--- config.mk ---
export PLATFORM = sky130hd
export DESIGN_NAME = l32_adder_pipe
export DESIGN_NICKNAME = d
export VERILOG_FILES = /design/src/rtl/l32_adder_pipe.sv
export SDC_FILE = /design/constraint.sdc
export NUM_CORES = 1
export LEC_CHECK = 0
export ABC_AREA = 1
export CAP_MARGIN = 20
export CORE_MARGIN = 4
export CORE_UTILIZATION = 35
export DETAILED_ROUTE_END_ITERATION = 12
export SLEW_MARGIN = 20
export SYNTH_ARGS = -nofsm -noshare
export SYNTH_HDL_FRONTEND = slang
export SYNTH_SLANG_ARGS = --single-unit
--- constraint.sdc ---
create_clock -name clk -period 4.53 [get_ports clk]
set_input_delay 0.6795 -clock clk [delete_from_list [all_inputs] [get_ports clk]]
set_output_delay 0.6795 -clock clk [all_outputs]
set_load 0.01 [all_outputs]
--- src/rtl/l32_adder_pipe.sv ---
// Two-stage valid/ready pipelined 32-bit adder with carry-out, signed overflow
// and a completed-transfer counter; the sum comes from a sparse-4 Ling adder.

// Ling prefix node: (G,P) o (G',P') = (G | P&G', P&P').
module l32_ling_node (
    input  logic g_hi_i,
    input  logic p_hi_i,
    input  logic g_lo_i,
    input  logic p_lo_i,
    output logic g_o,
    output logic p_o
);
    assign g_o = g_hi_i | (p_hi_i & g_lo_i);
    assign p_o = p_hi_i & p_lo_i;
endmodule

// 4-bit group Ling terms: H(4k+4) = G | P & H(4k). P uses the t bit just below
// the group, which is what makes the Ling recurrence shift by one position.
module l32_ling_grp (
    input  logic [3:0] a_i,
    input  logic [3:0] b_i,
    input  logic       t_prev_i,
    output logic       g_o,
    output logic       p_o
);
    logic [3:0] g, t;
    assign g   = a_i & b_i;
    assign t   = a_i | b_i;
    assign g_o = g[3] | (t[2] & g[2]) | (t[2] & t[1] & g[1]) | (t[2] & t[1] & t[0] & g[0]);
    assign p_o = t[2] & t[1] & t[0] & t_prev_i;
endmodule

// 4-bit sum slice given the true carry into the group (flat sum-of-products).
module l32_sum4 (
    input  logic [3:0] a_i,
    input  logic [3:0] b_i,
    input  logic       cin_i,
    output logic [3:0] s_o
);
    logic [3:0] g, t, p;
    logic       c1, c2, c3;
    assign g  = a_i & b_i;
    assign t  = a_i | b_i;
    assign p  = a_i ^ b_i;
    assign c1 = g[0] | (t[0] & cin_i);
    assign c2 = g[1] | (t[1] & g[0]) | (t[1] & t[0] & cin_i);
    assign c3 = g[2] | (t[2] & g[1]) | (t[2] & t[1] & g[0]) | (t[2] & t[1] & t[0] & cin_i);
    assign s_o = p ^ {c3, c2, c1, cin_i};
endmodule

// 32-bit sparse-4 Ling adder: Kogge-Stone over 8 groups yields H at every 4th
// bit; the real carry into group k is t[4k-1] & H(4k).
module l32_ling_adder (
    input  logic [31:0] a_i,
    input  logic [31:0] b_i,
    output logic [31:0] s_o
);
    localparam int NG = 8;
    logic [31:0]   t;
    logic [NG-1:0] g0, p0, g1, p1, g2, p2, g3, p3;
    logic [NG-1:0] cin;

    assign t = a_i | b_i;

    for (genvar k = 0; k < NG; k++) begin : g_grp
        l32_ling_grp u_grp (
            .a_i     (a_i[4*k+3:4*k]),
            .b_i     (b_i[4*k+3:4*k]),
            .t_prev_i((k == 0) ? 1'b0 : t[(k == 0) ? 0 : 4*k-1]),
            .g_o     (g0[k]),
            .p_o     (p0[k])
        );
    end

    for (genvar k = 0; k < NG; k++) begin : g_l1
        if (k >= 1) begin : g_n
            l32_ling_node u_n (.g_hi_i(g0[k]), .p_hi_i(p0[k]), .g_lo_i(g0[k-1]), .p_lo_i(p0[k-1]),
                               .g_o(g1[k]), .p_o(p1[k]));
        end else begin : g_c
            assign g1[k] = g0[k];
            assign p1[k] = p0[k];
        end
    end

    for (genvar k = 0; k < NG; k++) begin : g_l2
        if (k >= 2) begin : g_n
            l32_ling_node u_n (.g_hi_i(g1[k]), .p_hi_i(p1[k]), .g_lo_i(g1[k-2]), .p_lo_i(p1[k-2]),
                               .g_o(g2[k]), .p_o(p2[k]));
        end else begin : g_c
            assign g2[k] = g1[k];
            assign p2[k] = p1[k];
        end
    end

    for (genvar k = 0; k < NG; k++) begin : g_l3
        if (k >= 4) begin : g_n
            l32_ling_node u_n (.g_hi_i(g2[k]), .p_hi_i(p2[k]), .g_lo_i(g2[k-4]), .p_lo_i(p2[k-4]),
                               .g_o(g3[k]), .p_o(p3[k]));
        end else begin : g_c
            assign g3[k] = g2[k];
            assign p3[k] = p2[k];
        end
    end

    for (genvar k = 0; k < NG; k++) begin : g_sum
        if (k == 0) begin : g_c0
            assign cin[k] = 1'b0;
        end else begin : g_ck
            assign cin[k] = t[4*k-1] & g3[k-1];
        end
        l32_sum4 u_sum (
            .a_i  (a_i[4*k+3:4*k]),
            .b_i  (b_i[4*k+3:4*k]),
            .cin_i(cin[k]),
            .s_o  (s_o[4*k+3:4*k])
        );
    end
endmodule

module l32_adder_pipe #(
    parameter int CNT_W = 16
) (
    input  logic             clk,
    input  logic             rst,
    input  logic             in_valid,
    output logic             in_ready,
    input  logic [31:0]      a,
    input  logic [31:0]      b,
    output logic             out_valid,
    input  logic             out_ready,
    output logic [31:0]      sum,
    output logic             cout,
    output logic             ovf,
    output logic [CNT_W-1:0] done_cnt
);
    logic             v1_q, v2_q;
    logic [31:0]      a1_q, b1_q;
    logic [31:0]      sum_q;
    logic             cout_q, ovf_q;
    logic [CNT_W-1:0] cnt_q, cnt_d;
    logic [31:0]      sum_d;
    logic             cout_d, ovf_d;
    logic             adv2;

    l32_ling_adder u_add (.a_i(a1_q), .b_i(b1_q), .s_o(sum_d));

    assign cout_d = (a1_q[31] & b1_q[31]) | ((a1_q[31] ^ b1_q[31]) & ~sum_d[31]);
    assign ovf_d  = (a1_q[31] == b1_q[31]) & (sum_d[31] != a1_q[31]);
    assign cnt_d  = cnt_q + CNT_W'(1);

    // S2 advances when empty or draining; S1 may then refill in the same cycle.
    assign adv2     = !v2_q | out_ready;
    assign in_ready = !v1_q | adv2;

    always_ff @(posedge clk or posedge rst) begin
        if (rst) begin
            v1_q   <= 1'b0;
            v2_q   <= 1'b0;
            a1_q   <= '0;
            b1_q   <= '0;
            sum_q  <= '0;
            cout_q <= 1'b0;
            ovf_q  <= 1'b0;
            cnt_q  <= '0;
        end else begin
            if (in_ready) begin
                v1_q <= in_valid;
                a1_q <= a;
                b1_q <= b;
            end
            if (adv2) begin
                v2_q   <= v1_q;
                sum_q  <= sum_d;
                cout_q <= cout_d;
                ovf_q  <= ovf_d;
            end
            if (v2_q && out_ready)
                cnt_q <= cnt_d;
        end
    end

    assign out_valid = v2_q;
    assign sum       = sum_q;
    assign cout      = cout_q;
    assign ovf       = ovf_q;
    assign done_cnt  = cnt_q;
endmodule

# Word-level counts from Yosys, hierarchy flattened
# Cells that the tools add are included.
# Widths: inputs -> output; s select.
op_classes:
  n_addsub: 1
  n_mul: 0
  div: 0
  n_lt_le_gt_ge: 0
  eq_ne: 2
  n_shift: 0
  muxes: 0
  bitwise_logic: 245
  n_reduce_logical: 3
op_table:
  columns: ["operator", "n"]
  rows:
  - ["$and 1x1->1", 127]
  - ["$or 1x1->1", 83]
  - ["$xor 4x4->4", 16]
  - ["$and 4x4->4", 7]
  - ["$or 28x28->28", 1]
  - ["$or 3x3->3", 8]
  - ["$add 16x1->16 const B", 1]
  - ["$and 3x3->3", 1]
  - ["$logic_not 1->1", 2]
  - ["$eq 1x1->1", 1]
  - ["$logic_and 1x1->1", 1]
  - ["$ne 1x1->1", 1]
  - ["$not 1->1", 1]
  - ["$xor 1x1->1", 1]
totals:
  register_bits: 116
  latchBits: 0
  ramBits: 0
  romBits: 0
  input_bits: 68
  elab_cells: 259
  mem_count: 0

# Depth between registers and ports, before layout
# Gate-level depths: netlist (run 1).
depth:
  ltp_word: 17
  mapped_depth: 18
  ltp_nobuf: 18

# Cells and area by module
# A second synthesis (run 1) with hierarchy kept.
unflattened:
  hier_cells: 1077
  area_unflattened_um2: 7728.7
by_module_without_submodules:
  columns: ["mod", "n_inst", "cells_per_inst", "area_each_um2"]
  rows:
  - ["l32_adder_pipe", 1, 534, 4754.6]
  - ["l32_sum4", 8, 39, 252.7]
  - ["l32_ling_grp", 7, 19, 81.3]
  - ["l32_ling_node", 14, 5, 18.8]
  - ["l32_ling_adder", 1, 28, 120.1]

# Worst setup path before layout (run 1)
# OpenSTA, ideal clock, no wires.
synth_path:
  kind: "reg-to-reg"
  startpoint: "register a1_q[18]"
  endpoint: "register ovf_q, in the netlist ovf"
  setup_time_ps: 110
  arrival_ps: 2426
  required_time_ps: 4420
  path_slack_ps: 1994
  stages_incl_launch_ff: 19
  synth_period_minus_slack_ps: 2536
  path_cell_list: "dfrtp_1 -> inv_1 -> ha_1 -> nor2_1 -> nand2_1 -> nor2_1 -> nand2_1 -> nor2_1 -> nand2_1 -> nand2_1 -> nand3_1 -> nand2_1 -> inv_1 -> o21bai_1 -> inv_1 -> fa_1 -> inv_1 -> nor2_1 -> o41ai_1"
synth_via:
  elab_chain_cells: 15
  word_cells_on_any_way: 25
synth_lines:
  columns: ["item", "line", "rtl"]
  rows:
  - ["start, declared", "137", "logic [31:0] a1_q, b1_q;"]
  - ["start signal, assigned", "159", "a1_q <= '0;"]
  - ["start signal, assigned", "168", "a1_q <= a;"]
  - ["$or 3x3->3 or $and 4x4->4 (tied branches)", null, null]
  - ["$and 1x1->1, on equally long branches", "29, 30", null]
  - ["$or 1x1->1, or another cell as far along (2 in a row)", "29", "assign g_o = g[3] | (t[2] & g[2]) | (t[2] & t[1] & g[1]) | (t[2] & t[1] & t[0] & g[0]);"]
  - ["$or 1x1->1 or $and 1x1->1 (tied branches)", "29, 13", null]
  - ["$or 1x1->1", "13", "assign g_o = g_hi_i | (p_hi_i & g_lo_i);"]
  - ["$and 1x1->1", "13", null]
  - ["$or 1x1->1", "13", null]
  - ["$or 1x1->1 (*)", "13", null]
  - ["$and 1x1->1 (*)", "109", "assign cin[k] = t[4*k-1] & g3[k-1];"]
  - ["$and 1x1->1 (*)", "47", "assign c3 = g[2] | (t[2] & g[1]) | (t[2] & t[1] & g[0]) | (t[2] & t[1] & t[0] & cin_i);"]
  - ["$or 1x1->1 (*)", "47", null]
  - ["$xor 4x4->4 (*)", "48", "assign s_o = p ^ {c3, c2, c1, cin_i};"]
  - ["$ne 1x1->1 (*)", "148", "assign ovf_d = (a1_q[31] == b1_q[31]) & (sum_d[31] != a1_q[31]);"]
  - ["$and 1x1->1 (*)", "148", null]
  - ["end signal, assigned", "175", "ovf_q <= ovf_d;"]
  - ["end, declared", "139", "logic cout_q, ovf_q;"]
# Every way passes the cells marked *; elsewhere a longest branch is shown, timed or not.
# A chain may end at the register's enable or synchronous reset.

# Worst setup path after layout (run 1)
layout_path:
  startpoint: "register a1_q[1]"
  endpoint: "register ovf_q, in the netlist ovf"
layout_via:
  elab_chain_cells: 15
  word_cells_on_any_way: 18
layout_lines:
  columns: ["item", "line", "rtl"]
  rows:
  - ["$or 3x3->3", "28", "assign t = a_i | b_i;"]
  - ["$and 1x1->1", null, null]
  - ["$and 1x1->1, on equally long branches", null, null]
  - ["$or 1x1->1 or $and 1x1->1 (tied branches)", "29", null]
  - ["$or 1x1->1 (*)", "29", null]
  - ["$and 1x1->1 (*)", "13", null]
  - ["$or 1x1->1 (*)", "13", null]
  - ["$and 1x1->1 (*)", "13", null]
  - ["$or 1x1->1 (*)", "13", null]
  - ["$and 1x1->1 (*)", "109", null]
  - ["$and 1x1->1 (*)", "47", null]
  - ["$or 1x1->1 (*)", "47", null]
  - ["$xor 4x4->4 (*)", "48", null]
  - ["$ne 1x1->1 (*)", "148", null]
  - ["$and 1x1->1 (*)", "148", null]
# Marked as above.

==> reports/results.ini, run 1 <==
[clock_tree]
htreeDepth = 4
clkSinkCount = 116
post_cts_resize_count = 0
clk_latency_ns = 0.42
cts_tree = built
cts_setup_buffers = 0
root_buffer = clkbuf_16
cts_made_buffers = 17
holdBufCountCts = 0
clk_pin_slew_worst_paths_ns = 0.05
clockBufferDepth = 2

[global_routing]
globalRouteOverflowTotal = 0
grt_pass1_vias = 4926
grt_usage_pct = 15.2
antenna_found_initial = 0
grt_max_degree = 97
grt_pass1_wl_um = 24700

[setup_path]
worstPathCellList = inv_1, ha_1, nor2_1, nand3b_1, nand3_1, nand2_1, nand3b_1, nand2_1, nand2_1, nand3_1, nand2_1, inv_1, o21bai_1, inv_1, fa_1, inv_1, nor2_1, o41ai_1
crit_slowest_cell = fa_1
crit_type = reg2reg
endpoint_kind = register
worstPathMaxFanout = 3
cp.required_ns = 4.83
critPathArrivalTime_ns = 3.31
worstSetupStartpointType = register
critical-path-max-stage-delay_ns = 0.48

[die]
initial_core_util_pct = 35.9
die_h_um = 144
fp.dieArea_um2 = 20800
num_io_pins = 120
rows = 49
die_x_um = 144
core-area_um2 = 18100

[final_layout]
fin_util_pct = 47.2
nFillCells = 1754
nets = 1024
layout-drive-gt1-share_pct = 4.95
area_growth_pct = 31.6
diodes = 0

[power_and_ir_drop]
combPwrFrac_pct = 27.7
p_seq_share_pct = 36.3
leakagePower_nw = 4.37
ir_drop_mv = 0.240
p_sw_share_pct = 30.3
internal-power_w = 0.00266
power.switching_w = 0.00116
power-per-cell-area_nw_per_um2 = 447
clockPowerShare_pct = 36.0

[sta]
grt_setup_unrepaired = no
final_max_slew_viol_count = 0
worst_clock_skew_ns = 0.00677
max_freq_mhz = 333
hold_viol_final = 0
tightest_slew_ns = 0.904
setup_violations = 0
fin_crit_ns = 3.00
relSlewSlack_pct = 39.7
finalCritPeriodShare_pct = 66.3
tns_ns = 0

[logic_synthesis]
synth_warnings = 0
synthTopCellsByCount = nand2_1 (194), inv_1 (120), dfrtp_1 (116)
yosysSeqAreaShare_pct = 44.7
synthDistinctLibCells = 31
synth_cells = 755
synth_edf_count = 0
synth_area_leaders = dfrtp_1 (45%), ha_1 (14%), nand2_1 (11%)
synth_top_area_share_pct = 44.7
syn_nets = 903
postSynthRegisterBits = 116
yosysMostFrequentCell = nand2_1
postSynth.asyncResetShare_pct = 100
synth.largest_area_cell = dfrtp_1
synth_area_um2 = 6490
ys.flop_type = dfrtp_1
syn_area_per_cell_um2 = 8.59

[placement]
gp_congestion = 0.786
post-dp-hpwl_um = 10800
io_buffers = 119

[hold_path]
hold_path_class = reg2reg

[route]
postRouteAntennaNets = 0
drt_pass1_iterations = 4
wire_per_inst_um = 13.4
routed_wl_um = 14900
vias_per_cell = 4.46
drcViolationCount = 0
dr_total_vias = 4985
drt-initial-drc-count = 244

[status]
status = finished, final reports clean

[job]
cap_violations = 0

==> final timing paths <==
path	start	to	slack [ns]	cells past startpoint
worst max-delay path	a1_q[1]	ovf	1.53	18
worst min-delay path	done_cnt[15]	done_cnt[15]	0.47	1
worst max register to register	a1_q[1]	ovf	1.53	18
worst min register to register	done_cnt[15]	done_cnt[15]	0.47	1
max in group asynchronous	rst	a1_q[22]	2.80	3
min in group asynchronous	rst	sum[14]	0.83	2
==> logic make-up after synthesis <==
logic type,share of synthesized area [%]
AOI/OAI and AO/OA,8.02
xor gates and xnor gates,3.78
adders and majority gates,16.5
buffers and inverters,8.16
DFF,44.7
muxes,0.174
and+or+nand+nor,18.7
==> state kept, by name (all words and copies together), names as in the netlist <==
name	count
cout	1
a1_q	32
ovf	1
out_valid	1
b1_q	32
done_cnt	16
v1_q	1
sum	32
==> area by class of cell <==
type,count,area (um2),area share (%)
Multi-Input combinational cell,498,3070,36.0
Timing Repair Buffer,123,1220,14.3
Clock buffer,22,474,5.55
Sequential cell,116,2900,34.0
Tap cell,229,287,3.36
Inverter,120,453,5.31
Clock inverter,9,128,1.49
==> worst max-delay path: cells and delay by family, from the launching register on <==
| kind | cells | cell delay (ns) |
|---|---|---|
| simple gates | 10 | 1.17 |
| compound gates | 2 | 0.42 |
| fa+ha+maj | 2 | 0.67 |
| buf+inv | 4 | 0.24 |
| flops | 1 | 0.39 |
==> cells in the final DEF (no fill, tap or decap), types with 8 or more instances in the layout <==
cell / count
nand2_1: 193
fa_1: 9
xor2_1: 12
clkbuf_16: 17
inv_1: 119
nand3b_1: 8
dfrtp_1: 116
clkdlybuf4s50_1: 119
nand3_1: 33
a21oi_1: 14
ha_1: 71
o21ai_0: 79
xnor2_1: 16
nor2_1: 41
==> layer usage <==
metal  track usage, %  share of wire, %
met3             3.94               4.6
met2             23.0                44
met5                0                 0
met1             21.3                50
met4             5.45               1.5
==> power by group through the flow <==
stage / Sequential (W) / Clock, W / Combinational, W
finish: 0.00139 / 0.00138 / 0.00106
CTS: 0.00139 / 0.00141 / 0.00108
floorplan: 0.00143 / 0 / 0.000526
global route: 0.00141 / 0.00146 / 0.00120
detailed placement: 0.00140 / 0 / 0.00107
global placement: 0.00140 / 0 / 0.00106
==> through the flow <==
stage	hold slack [ns]	std cells	total power [W]	setup slack [ns]	cell area [um2]
2_1_floorplan	0.440	755	0.00196	0.778	6490
3_3_place_gp	0.463	1086	0.00246	1.59	7940
3_5_place_dp	0.466	1086	0.00247	1.53	7940
4_1_cts	0.475	1117	0.00388	1.51	8540
5_1_grt	0.498	1117	0.00408	1.19	8540
6_report	0.470	1117	0.00382	1.53	8540
Note: power is estimated with default switching activity, not from simulation.
==> run 2, diff against run 1 <==
==> constraint.sdc (replaced) <==
create_clock -name clk -period 3.1 [get_ports clk]
set_input_delay 0.465 -clock clk [delete_from_list [all_inputs] [get_ports clk]]
set_output_delay 0.465 -clock clk [all_outputs]
set_load 0.01 [all_outputs]
==> reports/results.ini, run 2 (synthesis gave the netlist of run 1 again) <==
[clock_tree]
clk_latency_ns = 0.41  ; about the same
cts_tree = built
root_buffer = clkbuf_16
clockBufferDepth = 2  ; unchanged
htreeDepth = 4  ; unchanged
cts_made_buffers = 17  ; unchanged
holdBufCountCts = 0  ; unchanged
clkSinkCount = 116  ; unchanged
clk_pin_slew_worst_paths_ns = 0.06  ; about the same

[die]
die_x_um = 144  ; unchanged
core-area_um2 = 18100  ; unchanged
die_h_um = 144  ; unchanged
fp.dieArea_um2 = 20800  ; unchanged
rows = 49  ; unchanged
num_io_pins = 120  ; unchanged
initial_core_util_pct = 35.9  ; unchanged

[sta]
relSlewSlack_pct = 63.3  ; +24 points
max_freq_mhz = 347  ; +4.2%
worst_clock_skew_ns = 0.00900  ; +0.00223 ns
final_max_slew_viol_count = 0  ; unchanged
hold_viol_final = 0  ; unchanged
finalCritPeriodShare_pct = 93.0  ; +27 points
setup_violations = 0  ; unchanged
fin_crit_ns = 2.88  ; -0.122 ns
tns_ns = 0  ; unchanged
tightest_slew_ns = 0.550  ; -0.354 ns

[final_layout]
register_area_um2 = 2900  ; unchanged
final_cell_mix = nand2_1 (192), clkdlybuf4s50_1 (119), inv_1 (118)
multi_input_area_um2 = 3140  ; +2.2%
nets = 1033  ; +0.88%
nFillCells = 1713  ; -2.3%
area_growth_pct = 35.0
layout-drive-gt1-share_pct = 8.24  ; +3.3 points
final_area_um2 = 8760  ; +2.6%
layout.cells.most_common = nand2_1
diodes = 0  ; unchanged

[setup_path]
r2r_setup_slack_ns = 0.22  ; -1.31 ns
crit_type = reg2reg
endpoint_kind = register
crit-reg2reg-launch = a1_q[10]
critPathArrivalTime_ns = 3.18  ; -0.13 ns
r2r.worst_path.cells = 17  ; -1
reg2reg_to = ovf
worstSetupStartpointType = register
worstSetupStartpoint = a1_q[10]
worstPathMaxFanout = 3  ; unchanged
crit_end = ovf
cp.required_ns = 3.40  ; -1.43 ns

[route]
drt_pass1_iterations = 4  ; unchanged
drt-initial-drc-count = 257  ; +5.3%
routed_wl_um = 15600  ; +4.3%
postRouteAntennaNets = 0  ; unchanged
dr_total_vias = 5068  ; +1.7%
vias_per_cell = 4.50  ; +0.76%
drcViolationCount = 0  ; unchanged
wire_per_inst_um = 13.8  ; +3.4%

[placement]
gp_congestion = 0.804  ; +2.2%
io_buffers = 119  ; unchanged
post-dp-hpwl_um = 11000  ; +2.2%
postPlaceCellArea_um2 = 7970  ; +0.43%

[hold_path]
hold_path_class = in2async

[global_routing]
globalRouteOverflowTotal = 0  ; unchanged
grt_pass1_wl_um = 26000  ; +5.5%
antenna_found_initial = 0  ; unchanged
grt_pass1_vias = 5171  ; +5.0%
grt_max_degree = 130  ; +34%
grt_usage_pct = 15.9  ; +0.68 points

[power_and_ir_drop]
power-per-cell-area_nw_per_um2 = 665  ; +49%
ir_drop_mv = 0.337  ; +40%
leakagePower_nw = 4.47  ; +2.2%
totalPowerFinal_w = 0.00583  ; +53%

[status]
status = finished, final reports clean

[job]
cap_violations = 0  ; unchanged

run 2: through the flow:
step	utilization (%)	worst slack, ns	hold slack [ns]	instances
3_3_place_gp	44.1	0.269	0.465	1087
4_1_cts	47.7	0.115	0.429	1119
3_5_place_dp	44.1	0.154	0.466	1087
2_1_floorplan	-	0.564	0.440	755
5_1_grt	48.4	-0.0375	0.454	1127
6_report	48.4	0.218	0.421	1127
run 2: timing repair:
action / in CTS / in global routing
endpoints found under the setup margin: 0 / 1
gates resized for setup: 0 / 21
setup buffers: 0 / 8
run 2: worst min-delay path by stage:
stage | start | end | cells after the start
final | rst | done_cnt[0] | 2
after global placement | sum[12] | sum[12] | 2
after detailed placement | sum[30] | sum[30] | 2
after global routing | rst | done_cnt[0] | 2
after floorplan | v1_q | out_valid | 1
after CTS | rst | done_cnt[0] | 2
run 2: final cells by class:
type | count | area share, %
multi-input combinational | 498 | 35.8
inverter | 120 | 5.19
timing repair buffer | 132 | 15.0
tap | 229 | 3.27
sequential | 116 | 33.1
clock inverter | 9 | 1.97
clock buffer | 23 | 5.57
run 2: worst max-delay path: stages (launching register included):
cell      delay [ns]
dfrtp_1         0.37
inv_1           0.08
ha_2            0.20
nor2_2          0.13
nand3b_1        0.15
nor2_2          0.12
nand2_1         0.08
nand3b_1        0.17
nand2_1         0.11
nand2_1         0.09
nand3_2         0.08
nand2_2         0.07
inv_1           0.04
o21bai_1        0.11
inv_1           0.07
fa_1            0.55
nor2_1          0.07
o41ai_2         0.29
run 2: metal layers:
metal | vias to the layer above | GRT usage (%) | part of all wire [%]
li1 | 2601 | - | -
met1 | 2363 | 22.3 | 50
met2 | 94 | 24.6 | 45
met3 | 10 | 3.84 | 3.8
met4 | 0 | 4.57 | 0.99
met5 | - | 0 | 0
run 2: power by group:
group	switching (W)	internal [W]	leakage, nW
clock	0.000681	0.00151	0.323
combinational	0.000815	0.000809	2.75
sequential	0.000214	0.00180	1.39
total	0.00171	0.00412	4.47
